--- src/rtl/bus_wrr_scheduler_if.sv ---
// Bundles the per-driver FIFO handshake and the shared packet bus.
// master is the scheduler side; slave is the FIFO/bus side.
interface bus_wrr_scheduler_if #(
  parameter int drvrs   = 4,
  parameter int pckg_sz = 16
);
  logic [drvrs-1:0]         pndng;
  logic [drvrs*pckg_sz-1:0] D_pop;
  logic [drvrs-1:0]         pop;
  logic [drvrs-1:0]         push;
  logic [pckg_sz-1:0]       D_push;
  logic [3:0]               gnt_id;
  logic                     busy;
  logic                     drop;

  modport master (
    input  pndng, D_pop,
    output pop, push, D_push, gnt_id, busy, drop
  );

  modport slave (
    output pndng, D_pop,
    input  pop, push, D_push, gnt_id, busy, drop
  );
endinterface

--- src/rtl/bus_wrr_scheduler.sv ---
// Weighted round-robin scheduler: grants one source FIFO at a time, pops a
// packet, decodes its destination ID and pushes it (or fans it out) on the bus.
module bus_wrr_scheduler #(
  parameter int         drvrs     = 4,
  parameter int         pckg_sz   = 16,
  parameter logic [7:0] broadcast = 8'hFF,
  parameter int         QUANTUM   = 2,
  parameter int         GAP_CYC   = 1
) (
  input logic                 clk,
  input logic                 reset,
  bus_wrr_scheduler_if.master bus
);
  localparam int IDXW = (drvrs > 1) ? $clog2(drvrs) : 1;
  localparam int QW   = $clog2(QUANTUM + 1);
  localparam int GW   = 4;

  typedef enum logic [1:0] {
    IDLE = 2'd0,
    SEL  = 2'd1,
    DLVR = 2'd2,
    GAP  = 2'd3
  } state_e;

  state_e              state_q;
  logic [IDXW-1:0]     gnt_q;
  logic [IDXW-1:0]     last_gnt_q;
  logic [IDXW-1:0]     rr_ptr_q;
  logic                has_gnt_q;
  logic                sel_new_q;
  logic [QW-1:0]       qcnt_q;
  logic [GW-1:0]       gap_q;
  logic [drvrs-1:0]    pop_q;
  logic [drvrs-1:0]    push_q;
  logic [pckg_sz-1:0]  dpush_q;
  logic                busy_q;
  logic                drop_q;

  logic [IDXW-1:0]     sel_idx_d;
  logic                sel_new_d;
  logic [IDXW-1:0]     cand_s;
  logic [pckg_sz-1:0]  pkt_s;
  logic [7:0]          dst_s;
  logic [drvrs-1:0]    mask_d;
  logic                drop_d;

  function automatic logic [drvrs-1:0] onehot(input logic [IDXW-1:0] idx);
    logic [drvrs-1:0] v;
    v      = '0;
    v[idx] = 1'b1;
    return v;
  endfunction

  // Source selection: keep the current source while its quantum lasts, else search from the RR pointer.
  always_comb begin
    sel_idx_d = last_gnt_q;
    sel_new_d = 1'b0;
    cand_s    = '0;
    if (has_gnt_q && bus.pndng[last_gnt_q] && (qcnt_q < QW'(QUANTUM))) begin
      sel_idx_d = last_gnt_q;
      sel_new_d = 1'b0;
    end else begin
      sel_new_d = 1'b1;
      // Descending scan so the smallest offset from the pointer is written last.
      for (int k = drvrs - 1; k >= 0; k--) begin
        cand_s    = IDXW'((int'(rr_ptr_q) + k) % drvrs);
        sel_idx_d = bus.pndng[cand_s] ? cand_s : sel_idx_d;
      end
    end
  end

  // Destination decode of the granted source's head word.
  always_comb begin
    pkt_s  = bus.D_pop[int'(gnt_q)*pckg_sz +: pckg_sz];
    dst_s  = pkt_s[pckg_sz-1 -: 8];
    mask_d = '0;
    drop_d = 1'b0;
    if (dst_s == broadcast) begin
      mask_d = ~onehot(gnt_q);
    end else if (int'(dst_s) < drvrs) begin
      mask_d = onehot(dst_s[IDXW-1:0]);
    end else begin
      drop_d = 1'b1;
    end
  end

  // Scheduler FSM with registered strobes and bus data.
  always_ff @(posedge clk) begin
    if (reset) begin
      state_q    <= IDLE;
      gnt_q      <= '0;
      last_gnt_q <= '0;
      rr_ptr_q   <= '0;
      has_gnt_q  <= 1'b0;
      sel_new_q  <= 1'b0;
      qcnt_q     <= '0;
      gap_q      <= '0;
      pop_q      <= '0;
      push_q     <= '0;
      dpush_q    <= '0;
      busy_q     <= 1'b0;
      drop_q     <= 1'b0;
    end else begin
      pop_q   <= '0;
      push_q  <= '0;
      dpush_q <= '0;
      drop_q  <= 1'b0;
      case (state_q)
        IDLE: begin
          if (|bus.pndng) begin
            gnt_q     <= sel_idx_d;
            sel_new_q <= sel_new_d;
            pop_q     <= onehot(sel_idx_d);
            busy_q    <= 1'b1;
            state_q   <= SEL;
          end else begin
            busy_q  <= 1'b0;
            state_q <= IDLE;
          end
        end
        SEL: begin
          if (!bus.pndng[gnt_q]) begin
            busy_q  <= 1'b0;
            state_q <= IDLE;
          end else begin
            push_q  <= mask_d;
            dpush_q <= pkt_s;
            drop_q  <= drop_d;
            busy_q  <= 1'b1;
            state_q <= DLVR;
          end
        end
        DLVR: begin
          last_gnt_q <= gnt_q;
          has_gnt_q  <= 1'b1;
          rr_ptr_q   <= IDXW'((int'(gnt_q) + 1) % drvrs);
          if (sel_new_q) begin
            qcnt_q <= QW'(1);
          end else if (qcnt_q < QW'(QUANTUM)) begin
            qcnt_q <= qcnt_q + QW'(1);
          end else begin
            qcnt_q <= qcnt_q;
          end
          gap_q <= '0;
          if (GAP_CYC > 0) begin
            busy_q  <= 1'b1;
            state_q <= GAP;
          end else begin
            busy_q  <= 1'b0;
            state_q <= IDLE;
          end
        end
        GAP: begin
          if (gap_q == GW'(GAP_CYC - 1)) begin
            busy_q  <= 1'b0;
            state_q <= IDLE;
          end else begin
            gap_q   <= gap_q + GW'(1);
            busy_q  <= 1'b1;
            state_q <= GAP;
          end
        end
        default: begin
          busy_q  <= 1'b0;
          state_q <= IDLE;
        end
      endcase
    end
  end

  // A source that drops pndng during SEL sees no pop strobe.
  assign bus.pop    = pop_q & bus.pndng;
  assign bus.push   = push_q;
  assign bus.D_push = dpush_q;
  assign bus.gnt_id = 4'(gnt_q);
  assign bus.busy   = busy_q;
  assign bus.drop   = drop_q;

endmodule
--- src/flat_wrapper.sv ---
// flat-port wrapper written by rule: the top's interface ports become plain ports
module bus_wrr_scheduler_flat 
#(
  parameter int         drvrs     = 4,
  parameter int         pckg_sz   = 16,
  parameter logic [7:0] broadcast = 8'hFF,
  parameter int         QUANTUM   = 2,
  parameter int         GAP_CYC   = 1
)
  (clk, reset, bus_pndng, bus_D_pop, bus_pop, bus_push, bus_D_push, bus_gnt_id, bus_busy, bus_drop);
  bus_wrr_scheduler_if #(.drvrs(drvrs), .pckg_sz(pckg_sz)) bus_i ();
  input logic clk;
  input logic reset;
  input wire logic [$bits(bus_i.pndng)-1:0] bus_pndng;
  input wire logic [$bits(bus_i.D_pop)-1:0] bus_D_pop;
  output wire logic [$bits(bus_i.pop)-1:0] bus_pop;
  output wire logic [$bits(bus_i.push)-1:0] bus_push;
  output wire logic [$bits(bus_i.D_push)-1:0] bus_D_push;
  output wire logic [$bits(bus_i.gnt_id)-1:0] bus_gnt_id;
  output wire logic [$bits(bus_i.busy)-1:0] bus_busy;
  output wire logic [$bits(bus_i.drop)-1:0] bus_drop;
  assign bus_i.pndng = bus_pndng;
  assign bus_i.D_pop = bus_D_pop;
  assign bus_pop = bus_i.pop;
  assign bus_push = bus_i.push;
  assign bus_D_push = bus_i.D_push;
  assign bus_gnt_id = bus_i.gnt_id;
  assign bus_busy = bus_i.busy;
  assign bus_drop = bus_i.drop;
  bus_wrr_scheduler #(.drvrs(drvrs), .pckg_sz(pckg_sz), .broadcast(broadcast), .QUANTUM(QUANTUM), .GAP_CYC(GAP_CYC)) u_core (.clk(clk), .reset(reset), .bus(bus_i));
endmodule
--- config.mk ---
export PLATFORM = sky130hd
export DESIGN_NAME = bus_wrr_scheduler_flat
export DESIGN_NICKNAME = d
export VERILOG_FILES = /design/src/rtl/bus_wrr_scheduler_if.sv /design/src/rtl/bus_wrr_scheduler.sv /design/src/flat_wrapper.sv
export SDC_FILE = /design/constraint.sdc
export NUM_CORES = 1
export LEC_CHECK = 0
export BUFFER_PORTS_ARGS = -buffer_cell sky130_fd_sc_hd__buf_4
export CAP_MARGIN = 10
export CELL_PAD_IN_SITES_DETAIL_PLACEMENT = 0
export CELL_PAD_IN_SITES_GLOBAL_PLACEMENT = 1
export CORE_UTILIZATION = 30
export DETAILED_ROUTE_END_ITERATION = 10
export GPL_TIMING_DRIVEN = 0
export PLACE_DENSITY = 0.79
export SKIP_CTS_REPAIR_TIMING = 1
export SLEW_MARGIN = 10
export SYNTH_ARGS = -nofsm -noshare
export SYNTH_HDL_FRONTEND = slang
export SYNTH_SLANG_ARGS = --single-unit
--- constraint.sdc ---
create_clock -name clk -period 1.9 [get_ports clk]
set_input_delay 0.19 -clock clk [delete_from_list [all_inputs] [get_ports clk]]
set_output_delay 0.19 -clock clk [all_outputs]
set_load 0.01 [all_outputs]
After elaboration in Yosys (flattened, before gate mapping)
Cells that the tools add are included.
{"block": "word_totals", "ff_bits": 42, "input_bits": 70, "out_inout_bits": 30, "word_cells": 99}
{"block": "classes", "addsub": 6, "order_cmp": 13, "eq_ne": 5, "n_shift": 1, "muxes": 39, "n_bitwise": 6, "n_reduce_logical": 16}
{"cell": "64-bit by 7-bit variable part select with 16-bit output", "n": 1}
{"cell": "2-bit by 3-bit < comparator with 1-bit output (second input constant)", "n": 8}
{"cell": "2-bit 2-to-1 mux", "n": 9}
{"cell": "1-bit 2-to-1 mux", "n": 15}
{"cell": "1-bit binary-select mux with 2-bit select", "n": 6}
{"cell": "4-bit 2-to-1 mux", "n": 3}
{"cell": "8-bit equality test (second input constant)", "n": 1}
{"cell": "8-bit by 3-bit < comparator with 1-bit output (second input constant)", "n": 1}
{"cell": "2-bit one-hot mux with 4 select lines", "n": 1}
{"cell": "4-bit one-hot mux with 2 select lines", "n": 1}
{"cell": "4-bit OR reduction", "n": 2}
{"cell": "2-bit by 1-bit adder with 2-bit output (second input constant)", "n": 3}
{"cell": "1-bit demux with 2-bit select", "n": 3}
{"cell": "2-bit by 1-bit >= comparator with 1-bit output (second input constant)", "n": 3}
{"cell": "2-bit AND reduction", "n": 3}
{"cell": "3-bit OR reduction", "n": 2}
{"cell": "1-bit logical AND", "n": 5}
{"cell": "2-bit adder (second input constant)", "n": 2}
{"cell": "4-bit by 1-bit adder with 4-bit output (second input constant)", "n": 1}
{"cell": "4-bit AND", "n": 1}
{"cell": "2-bit equality test (second input constant)", "n": 2}
{"cell": "4-bit logical NOT", "n": 1}
{"cell": "1-bit NOT", "n": 4}
{"cell": "4-bit NOT", "n": 1}
{"cell": "6 further kinds", "n": 7}

Depth between registers and ports, before layout
Gate-level depths: netlist (run 1).
{"block": "logic_depth", "depth_word": 12, "depth_mapped": 6, "ltp_nobuf": 6}

Worst setup path before layout (run 1)
No wires, ideal clock.
{"block": "synth_path", "path_type": "reg-to-reg", "startpoint": "reg u_core.gnt_q[0]", "endpoint": "reg u_core.push_q[2] (netlist: u_core.bus.push[2])", "setup_time_ns": 0.092, "arrival_ns": 2.089, "required_time_ns": 1.808, "path_slack_ns": -0.282, "path_stages_with_launch": 7, "n_path_buf": 1, "period_less_slack_ns": 2.182, "path_cell_list": "dfxtp_1 buf_6 mux4_2 or4_4 nor3_4 nand2b_2 o32ai_1"}
{"block": "synth_via", "elab_chain_cells": 7, "elab_cells_between_ends": 20, "cone_classes": "order compare: 5; eq/ne: 1; shift: 1; mux: 8; bitwise: 2; reduce/logical: 3"}
{"item": "start: declaration", "line": "bus_wrr_scheduler.sv:26", "rtl": "logic [IDXW-1:0] gnt_q;"}
{"item": "start signal: assignment", "line": "bus_wrr_scheduler.sv:111", "rtl": "gnt_q <= sel_idx_d;"}
{"item": "64-bit by 7-bit variable part select with 16-bit output", "line": "bus_wrr_scheduler.sv:74", "rtl": "pkt_s = bus.D_pop[int'(gnt_q)*pckg_sz +: pckg_sz];"}
{"item": "2-bit by 3-bit < comparator with 1-bit output (not written as such) or 2-bit by 1-bit >= comparator with 1-bit output (tied branches)", "line": "bus_wrr_scheduler.sv:50", "rtl": "v[idx] = 1'b1;"}
{"item": "1-bit logical AND (not written as such)", "line": "bus_wrr_scheduler.sv:50"}
{"item": "1-bit 2-to-1 mux (not written as such)", "line": "bus_wrr_scheduler.sv:50"}
{"item": "1-bit demux with 2-bit select"}
{"item": "4-bit 2-to-1 mux", "line": "bus_wrr_scheduler.sv:80", "rtl": "end else if (int'(dst_s) < drvrs) begin"}
{"item": "4-bit 2-to-1 mux", "line": "bus_wrr_scheduler.sv:78", "rtl": "if (dst_s == broadcast) begin"}
{"item": "end signal: assignment", "line": "bus_wrr_scheduler.sv:126", "rtl": "push_q <= mask_d;"}
{"item": "end: declaration", "line": "bus_wrr_scheduler.sv:34", "rtl": "logic [drvrs-1:0] push_q;"}
Several ways; a longest one is shown, not always the timed one. The select of a mux whose other input is x is not followed.
A chain may end at the register's enable or synchronous reset.

Worst setup path in the final report (run 1)
Ends and elaborated chain as after synthesis.

==> out/summary.txt, run 1 <==
======================================================================================
Routed wire length                                                             5810 um
Clock-pin transition on the worst setup and hold timing paths                    80 ps
Commonest cells after routing, fill and taps aside                        106 x buf_4, 40 x dfxtp_1, 18 x nor2b_1, 17 x nor2_1
Number of buffer cells added on primary ports                                       96
Proportion of layout cells with a drive suffix above 1                           0.444
First-pass GRT wire length                                                     8740 um
Number of max-slew violations in the final report                                    0
Met1 demand-to-capacity share in global routing                                  0.181
Weighted congestion reported at the end of routability-driven placement          0.809
H-tree depth reported by CTS                                                         2
Multi-input combinational cell area                                          1300 um^2
Root buffer cell                                                              clkbuf_8
Initial drt markers                                                                 49
Largest net degree at the start of global routing                                   13
Most common cell after layout, fill and taps aside                               buf_4
Max Clock Freq                                                                 459 MHz
Number of buffers inserted during clock tree synthesis                               5
RSZ-0062 raised after global routing                                               yes
Overflow left after global routing                                                   0
Class of the most critical hold timing path                                     in2reg
Top-area cell type share of the netlist area                                     0.383
Horizontal extent of the die                                                   87.5 um
Worst Setup Slack, final                                                       -280 ps
Post-route clock period utilization                                               1.15
Post-route total power                                                         2.32 mW
Startpoint class of the critical path                                             flop
EDFF count, synth                                                                    0
Synthesized flop and latch total                                                    42
Syn Inst Count                                                                     215
Final-report hold violation count                                                    0
Reported max-cap violation count                                                     0
Layout overhead on the synthesized area                                          48.7%
Crit Path Class                                                                reg2reg
Wire length per cell                                                           13.8 um
Clock network latency to the later pin of the worst-skew pair                   280 ps
Number of top-level pins                                                           100
Area contributors post-synth                                              dfxtp_1 38%, mux4_2 10%, mux4_1 8.4%
Mean number of vias per cell                                                      4.58
Post-Route Skew                                                                6.10 ps
Async set-reset flop share out of synthesis                                          0
Total iterations of the first detailed-routing run                                   4
Run status                                                                finished, violations left
Required time of the critical path                                             2100 ps
Worst supply voltage drop on vdd                                                388 uV
Floorplan row count                                                                 30
Fin Setup TNS                                                                 -1070 ps
Effective utilization at floorplan                                               0.316
Leading register cell type out of synthesis                                    dfxtp_1
Static power due to leakage                                                    1.36 nW
Crit path arrival time                                                         2380 ps
Actual transition at the worst max-transition pin                               596 ps
Antenna cells                                                                        0
Count of nets left with antenna violations after detail routing                      0
Vias in the first global route                                                    1817
Layout Nets                                                                        400
Highest net fanout along the worst path                                              8
Y dimension of the die                                                         87.5 um
Number of setup violations in the final report                                       5
Critical path capture point type                                                  flop
Sequential share of the synthesized area                                         0.383
Max-slew headroom                                                                0.599
Power density over cell area                                               711 nW/um^2
Library cell with the largest summed area after synthesis                      dfxtp_1
Die area                                                                     7660 um^2
Synthesized cell area                                                        2190 um^2
Placement Setup Slack                                                          -408 ps
Number of distinct library cells after synthesis                                    44
Post-DP HPWL                                                                   4360 um
Yosys warning count                                                                  0
Number of antenna violations at the first check in global routing                    0
Number of vias after detailed routing                                             1922
Fill count                                                                         660
Remaining design rule violation count                                                0
Peak-usage layer in the global routing report                                     met2
CTS tree                                                                          done
Longest Clk Path Bufs                                                                2
Tmin final                                                                     2180 ps
Global-route track usage on met3                                                0.0396
Total area of sequential cells                                                846 um^2
Violations in the final reports                                           setup timing
Worst Hold Slack                                                                313 ps
Placeable core area                                                          6940 um^2
Synthesized area per cell                                                    10.2 um^2
Met2 layer usage reported by global route                                        0.259
Clock sink total                                                                    42
Total Routing Usage GR                                                           0.148
======================================================================================
[final timing paths]
check / end / slack, ps / startpoint / cells past startpoint
setup / recovery: u_core.bus.push[2] / -280 / u_core.gnt_q[0] / 6
hold / removal: u_core.bus.D_push[0] / 310 / bus_D_pop[0] / 3
setup reg to reg: u_core.bus.push[2] / -280 / u_core.gnt_q[0] / 6
hold reg to reg: u_core.qcnt_q[1] / 470 / u_core.sel_new_q / 1
[cells by family (layout without fill, tap and decap cells)]
family | count (synthesis) | count (layout) | share of synthesized area
AOI/OAI and AO/OA | 34 | 34 | 0.0952
other | 1 | 2 | 0.00171
buffers and inverters | 24 | 132 | 0.0479
muxes | 23 | 23 | 0.215
and+or+nand+nor | 83 | 83 | 0.215
adders and majority gates | 6 | 6 | 0.0342
DFF | 42 | 42 | 0.383
xor gates and xnor gates | 2 | 2 | 0.00798
[registers in the layout, summed over array words and instances, names as in the netlist]
register	count
u_core.rr_ptr_q	2
u_core.gap_q	4
u_core.qcnt_q	2
u_core.gnt_q	2
u_core.state_q	2
u_core.sel_new_q	1
u_core.bus.busy	1
u_core.bus.drop	1
u_core.bus.D_push	16
u_core.last_gnt_q	2
u_core.bus.push	4
u_core.pop_q	4
u_core.has_gnt_q	1
[critical path: stages (launching register included)]
cell and delay, ps:
dfxtp_4 400, buf_12 130, mux4_2 530, or4_4 540, nor3_4 190, nand2b_4 100
o32ai_1 210
[power breakdown]
group	switching (mW)	leakage, nW	internal [mW]	total, mW
registers	0.0351	0.342	0.936	0.971
logic	0.279	0.960	0.369	0.648
clock network	0.282	0.0573	0.420	0.702
[stage by stage]
step / instance area [um^2] / util / std cells
after global placement: 3050 / 0.439 / 408
after detailed placement: 3050 / 0.439 / 408
after global routing: 3260 / 0.470 / 420
final: 3260 / 0.470 / 420
after floorplan: 2210 / - / 216
after CTS: 3160 / 0.455 / 415
[metal layers]
| metal | vias up | wire length, um |
|---|---|---|
| met5 | - | 0 |
| met4 | 0 | 17 |
| met3 | 2 | 289 |
| met2 | 55 | 3000 |
| met1 | 874 | 2500 |
| li1 | 991 | - |
[final cells by class]
class,count,area share
clock buffer,6,0.0253
clock inverter,1,0.00920
timing repair buffer,103,0.237
tap,96,0.0368
inverter,7,0.00805
buffer,15,0.0268
multi-input combinational,150,0.398
sequential,42,0.259
[cells in the mapped netlist, drive strengths merged (2+ instances only)]
cell type and n:
a211oi 2, a21oi 13, and2 4, buf 5, clkbuf 12, dfxtp 42
ha 6, inv 7, mux2 2, mux2i 4, mux4 17, nand2 13
nand2b 4, nand3b 3, nand4 2, nor2 17, nor2b 18, nor3 9
nor3b 2, nor4bb 2, o21ai 8, o22ai 2, o32ai 3, or2 3
xor2 2
(Power assumes the default switching activity.)
==> run 2, diff against run 1 <==
--- a/config.mk
+++ b/config.mk
@@ -5,14 +5,15 @@
 export SDC_FILE = /design/constraint.sdc
 export NUM_CORES = 1
 export LEC_CHECK = 0
+export ABC_AREA = 1
 export BUFFER_PORTS_ARGS = -buffer_cell sky130_fd_sc_hd__buf_4
 export CAP_MARGIN = 10
 export CELL_PAD_IN_SITES_DETAIL_PLACEMENT = 0
 export CELL_PAD_IN_SITES_GLOBAL_PLACEMENT = 1
-export CORE_UTILIZATION = 30
+export CORE_UTILIZATION = 29
 export DETAILED_ROUTE_END_ITERATION = 10
 export GPL_TIMING_DRIVEN = 0
-export PLACE_DENSITY = 0.79
+export PLACE_DENSITY = 0.82
 export SKIP_CTS_REPAIR_TIMING = 1
 export SLEW_MARGIN = 10
 export SYNTH_ARGS = -nofsm -noshare
==> out/summary.txt, run 2 <==
======================================================================================
Cells on Worst Hold Path                                                             2   -1
Effective utilization at floorplan                                               0.301   -0.0150
Most common cell after layout, fill and taps aside                               buf_4
Area contributors post-synth                                              dfxtp_1 36%, nor2_1 11%, nand2_1 11%
Number of buffer cells added on primary ports                                       97   +1.0%
Routed wire length                                                             6980 um   +20%
Mean number of vias per cell                                                      4.55   -0.47%
Synthesized area per cell                                                    6.46 um^2   -37%
Worst reg2reg endpoint                                                    u_core.bus.busy
Final-report hold violation count                                                    0   unchanged
Longest Clk Path Bufs                                                                2   unchanged
Wire length per cell                                                           12.3 um   -11%
Layout Nets                                                                        541   +35%
Y dimension of the die                                                         91.6 um   +4.6%
Number of max-slew violations in the final report                                    0   unchanged
Weighted congestion reported at the end of routability-driven placement          0.790   -2.3%
Required time of the critical path                                             2080 ps   -20 ps
Horizontal extent of the die                                                   91.6 um   +4.6%
Synthesized cell area                                                        2330 um^2   +6.0%
H-tree depth reported by CTS                                                         2   unchanged
Root buffer cell                                                              clkbuf_8
Tmin final                                                                     1680 ps   -500 ps
Sequential power share                                                           0.339   -0.079
Worst reg2reg startpoint                                                  u_core.gnt_q[0]
Count leader, synth                                                             nor2_1
Total Routing Usage GR                                                           0.170   +0.0219
Class of the most critical hold timing path                                     in2reg
Leading register cell type out of synthesis                                    dfxtp_1
Highest net fanout along the worst path                                             10   +2
Sw Ratio                                                                         0.418   +0.161
Commonest cells in the netlist                                            67 x nor2_1, 66 x nand2_1, 42 x dfxtp_1
Number of setup violations in the final report                                       0   -5
Minimum setup slack among reg-to-reg paths                                      220 ps   +500 ps
Crit Path Class                                                                reg2reg
Synthesized flop and latch total                                                    42   unchanged
Die area                                                                     8380 um^2   +9.4%
RSZ-0062 raised after global routing                                                no
Total iterations of the first detailed-routing run                                   4   unchanged
Max Clock Freq                                                                 595 MHz   +30%
Power density over cell area                                               997 nW/um^2   +40%
Post-route clock period utilization                                              0.884   -0.263
Number of antenna violations at the first check in global routing                    0   unchanged
Count of nets left with antenna violations after detail routing                      0   unchanged
Run status                                                                   completed
Remaining design rule violation count                                                0   unchanged
Library cell with the largest summed area after synthesis                      dfxtp_1
Portion of total power attributed to combinational logic                         0.485   +0.206
Async set-reset flop share out of synthesis                                          0   unchanged
Startpoint class of the critical path                                             flop
Syn Inst Count                                                                     360   +67%
Worst Hold Slack                                                               98.3 ps   -215 ps
Post-DP HPWL                                                                   5460 um   +25%
Sequential share of the synthesized area                                         0.361   -0.0216
Proportion of layout cells with a drive suffix above 1                           0.288   -0.157
Hold endpoint                                                             u_core.gap_q[1]
CTS tree                                                                          done
Final std cell area, no fill                                                 3280 um^2   +0.65%
Total internal power                                                           1.91 mW   +11%
Number of distinct library cells after synthesis                                    30   -32%
Actual transition at the worst max-transition pin                               516 ps   -79.7 ps
Clock sink total                                                                    42   unchanged
Overflow left after global routing                                                   0   unchanged
Floorplan row count                                                                 32   +6.7%
P_sw                                                                           1.37 mW   +130%
Hold_sp                                                                          reset
Logic depth of the worst register-to-register path                                   8   +2
Layout overhead on the synthesized area                                          41.2%
Static power due to leakage                                                    1.69 nW   +24%
Clock-pin transition on the worst setup and hold timing paths                    90 ps   about the same
Number of vias after detailed routing                                             2587   +35%
EDFF count, synth                                                                    0   unchanged
Largest net degree at the start of global routing                                   14   +1
Number of flip-flops in the largest register                                        16   unchanged
Max-slew headroom                                                                0.656   +0.0575
Reported max-cap violation count                                                     0   unchanged
Top-area cell type share of the netlist area                                     0.361   -0.0216
Vias in the first global route                                                    2407   +32%
Placement-stage cell area                                                    3190 um^2   +4.5%
Post-Route Skew                                                                11.1 ps   +5.02 ps
Clock network latency to the later pin of the worst-skew pair                   300 ps   +20 ps
Initial drt markers                                                                160   +230%
Antenna cells                                                                        0   unchanged
Commonest cells after routing, fill and taps aside                        101 x buf_4, 67 x nor2_1, 66 x nand2_1, 41 x inv_1, 40 x dfxtp_1
Placeable core area                                                          7730 um^2   +11%
Power share of the clock group                                                   0.176   -0.126
Number of buffers inserted during clock tree synthesis                               5   unchanged
Number of top-level pins                                                           100   unchanged
Worst supply voltage drop on vdd                                                394 uV   +1.6%
Yosys warning count                                                                  0   unchanged
First-pass GRT wire length                                                    11300 um   +29%
Critical path capture point type                                                  flop
Crit path arrival time                                                         1860 ps   -520 ps
======================================================================================
## run 2: cell count changes after synthesis, sizes merged, moves of 8 or more
cell / before / now
inv: 7 / 43
nand2: 13 / 77
a21oi: 13 / 25
o21ai: 8 / 43
nor3: 9 / 1
clkbuf: 12 / 2
nor2: 17 / 68
mux4: 17 / 0
nand3: 1 / 22
buf: 5 / 13
nor2b: 18 / 0
## run 2: kinds of logic after synthesis
group	after synthesis	share of synthesized area
AOI/OAI and AO/OA	77	0.178
adders and majority gates	6	0.0323
buffers and inverters	59	0.108
DFF	42	0.361
other	1	0.00161
and+or+nand+nor	175	0.318
## run 2: final cells by class
| class | count | area, um^2 |
|---|---|---|
| fill | 829 | 4440 |
| multi-input combinational | 260 | 1240 |
| sequential | 42 | 843 |
| timing repair buffer | 97 | 728 |
| inverter | 44 | 165 |
| tap | 102 | 128 |
| buffer | 15 | 96.3 |
| clock buffer | 6 | 72.6 |
| clock inverter | 2 | 13.8 |
## run 2: metal layers
| layer | wire, um | track usage | vias to the layer above |
|---|---|---|---|
| met1 | 3010 | 0.202 | 1154 |
| met5 | 0 | 0 | - |
| li1 | - | - | 1353 |
| met2 | 3420 | 0.304 | 72 |
| met4 | 97 | 0.0489 | 0 |
| met3 | 450 | 0.0385 | 8 |
## run 2: how the worst max path moves through the flow
stage / end / cells past startpoint / start
finish: u_core.bus.busy / 8 / u_core.gnt_q[0]
global route: u_core.bus.D_push[14] / 7 / u_core.gnt_q[0]
CTS: u_core.bus.busy / 8 / u_core.gnt_q[0]
detailed placement: u_core.bus.busy / 8 / u_core.gnt_q[0]
global placement: u_core.bus.busy / 8 / u_core.gnt_q[0]
floorplan: u_core.bus.busy / 8 / u_core.gnt_q[0]
## run 2: metrics by stage
step | total power [mW] | cells | utilization | setup TNS [ps] | setup WS [ps]
floorplan | 2.16 | 361 | - | 0 | 394
global placement | 2.70 | 560 | 0.412 | 0 | 46.2
detailed placement | 2.71 | 560 | 0.412 | 0 | 22.5
CTS | 3.29 | 568 | 0.423 | -2.17 | -2.17
global route | 3.57 | 568 | 0.425 | 0 | 21.5
finish | 3.28 | 568 | 0.425 | 0 | 220
## run 2: power by group through the flow
stage	combinational, mW	sequential [mW]	clock [mW]
after detailed placement	1.59	1.13	0
final	1.59	1.11	0.577
after global routing	1.81	1.13	0.625
after global placement	1.57	1.12	0
after floorplan	1.02	1.14	0
after CTS	1.59	1.11	0.593
## run 2: critical path, stage by stage, from the launching register on
cell	delay (ps)
dfxtp_2	400
inv_2	70
buf_2	190
nor2_1	100
o21ai_1	80
nand3_1	120
clkbuf_4	240
clkbuf_4	240
nand3_1	110
==> run 3, diff against run 2 <==
--- a/config.mk
+++ b/config.mk
@@ -14,6 +14,7 @@
 export DETAILED_ROUTE_END_ITERATION = 10
 export GPL_TIMING_DRIVEN = 0
 export PLACE_DENSITY = 0.82
+export SETUP_SLACK_MARGIN = 0.4
 export SKIP_CTS_REPAIR_TIMING = 1
 export SLEW_MARGIN = 10
 export SYNTH_ARGS = -nofsm -noshare
==> out/summary.txt, run 3 (synthesis results as in run 2) <==
======================================================================================
Antenna cells                                                                        0   unchanged
Minimum setup slack among reg-to-reg paths                                      300 ps   +80 ps
Peak-usage layer in the global routing report                                     met2
CTS tree                                                                          done
Wire length per cell                                                           12.6 um   +2.6%
Cells on Worst Hold Path                                                             2   unchanged
Root buffer cell                                                              clkbuf_8
Share of the core filled with cells in the final layout                          0.450   +0.0249
Number of setup violations in the final report                                       0   unchanged
Number of top-level pins                                                           100   unchanged
Crit path arrival time                                                         1820 ps   -40 ps
H-tree depth reported by CTS                                                         2   unchanged
Post-DP HPWL                                                                   5480 um   +0.22%
Clock sink total                                                                    42   unchanged
Total area of sequential cells                                                856 um^2   +1.5%
Overflow left after global routing                                                   0   unchanged
Weighted congestion reported at the end of routability-driven placement          0.788   -0.35%
Count of nets left with antenna violations after detail routing                      0   unchanged
Static power due to leakage                                                    1.76 nW   +4.1%
Y dimension of the die                                                         91.6 um   unchanged
Global-route track usage on met3                                                0.0293   -0.00921
Die area                                                                     8380 um^2   unchanged
Post-route clock period utilization                                              0.840   -0.0438
Number of buffers inserted during clock tree synthesis                               5   unchanged
RSZ-0062 raised after global routing                                               yes
Number of vias after detailed routing                                             2638   +2.0%
Floorplan row count                                                                 32   unchanged
Number of max-slew violations in the final report                                    0   unchanged
Remaining design rule violation count                                                0   unchanged
Initial drt markers                                                                141   -12%
Met2 layer usage reported by global route                                        0.299   -0.00501
Multi-input combinational cell area                                          1300 um^2   +5.2%
Post-Route Skew                                                                7.15 ps   -3.97 ps
Fill count                                                                         794   -4.2%
Total Routing Usage GR                                                           0.166   -0.00386
Highest net fanout along the worst path                                              6   -4
Cell total after placement                                                         560   unchanged
Reported max-cap violation count                                                     0   unchanged
Non-Filler Instances                                                               576   +1.4%
Final-report hold violation count                                                    0   unchanged
Placement Setup Slack                                                          44.5 ps   +22.0 ps
Required time of the critical path                                             2120 ps   +40 ps
Power density over cell area                                              1010 nW/um^2   +1.1%
Logic depth of the worst register-to-register path                                   9   +1
Layout overhead on the synthesized area                                          49.5%
Largest net degree at the start of global routing                                   13   -1
Critical path capture point type                                                  flop
Class of the most critical hold timing path                                     in2reg
Total iterations of the first detailed-routing run                                   4   unchanged
Worst supply voltage drop on vdd                                                366 uV   -7.2%
Worst Setup Slack, final                                                        303 ps   +83.3 ps
Clock-pin transition on the worst setup and hold timing paths                    80 ps   about the same
Vias in the first global route                                                    2423   +0.66%
Longest Clk Path Bufs                                                                2   unchanged
Post-route total power                                                         3.51 mW   +7.0%
Clock network latency to the later pin of the worst-skew pair                   290 ps   about the same
Placeable core area                                                          7730 um^2   unchanged
Number of antenna violations at the first check in global routing                    0   unchanged
First-pass GRT wire length                                                    11200 um   -0.30%
Number of flip-flops in the largest register                                        16   unchanged
Layout Nets                                                                        550   +1.7%
Crit Path Class                                                                reg2reg
Number of buffer cells added on primary ports                                       97   unchanged
Mean number of vias per cell                                                      4.58   +0.56%
Max Clock Freq                                                                 626 MHz   +5.2%
Startpoint class of the critical path                                             flop
Fin Setup TNS                                                                     0 ps   unchanged
Tmin final                                                                     1600 ps   -83.3 ps
Effective utilization at floorplan                                               0.301   unchanged
Horizontal extent of the die                                                   91.6 um   unchanged
Met1 demand-to-capacity share in global routing                                  0.202   about the same
Most common cell after layout, fill and taps aside                               buf_4
Proportion of layout cells with a drive suffix above 1                           0.361   +0.0732
Routed wire length                                                             7270 um   +4.1%
Run status                                                                   completed
Commonest cells after routing, fill and taps aside                        108 x buf_4, 66 x nor2_1, 58 x nand2_1, 38 x inv_1, 36 x dfxtp_1
======================================================================================
==> run 3: final timing paths <==
check,startpoint,end
worst max-delay path,u_core.gnt_q[0],u_core.bus.push[1]
worst min-delay path,reset,u_core.gap_q[1]
worst max register to register,u_core.gnt_q[0],u_core.bus.push[1]
worst min register to register,u_core.has_gnt_q,u_core.has_gnt_q
==> run 3: per-layer routing <==
| layer | routed length, um | vias to the layer above |
|---|---|---|
| met5 | 0 | - |
| met4 | 99 | 0 |
| met3 | 408 | 8 |
| met2 | 3560 | 68 |
| met1 | 3200 | 1191 |
| li1 | - | 1371 |
==> run 3: area by class of cell <==
class	instances	area share
Multi-Input combinational cell	260	0.374
Sequential cell	42	0.246
Timing Repair Buffer	106	0.228
Inverter	44	0.0489
Buffer	15	0.0428
Tap cell	102	0.0367
Clock buffer	6	0.0209
Clock inverter	1	0.00216
==> run 3: metrics by stage <==
stage               hold slack, ps  area, um^2
floorplan                      259        2330
global placement               412        3190
detailed placement             417        3190
CTS                           99.0        3270
global route                   110        3480
finish                         100        3480
==> run 3: where the power goes <==
| group | leakage, nW | switching, mW | internal [mW] |
|---|---|---|---|
| combinational | 1.38 | 1.04 | 0.775 |
| clock | 0.0373 | 0.307 | 0.252 |
| sequential | 0.345 | 0.0988 | 1.03 |
| total | 1.76 | 1.45 | 2.06 |
==> run 3: worst max-delay path, stage by stage (launching register included) <==
cell	delay [ps]
dfxtp_4	380
inv_4	90
buf_2	160
nor2_1	50
o22a_1	240
nor2_1	90
nand2_1	100
nor2_4	170
nand2_2	100
o21ai_2	150
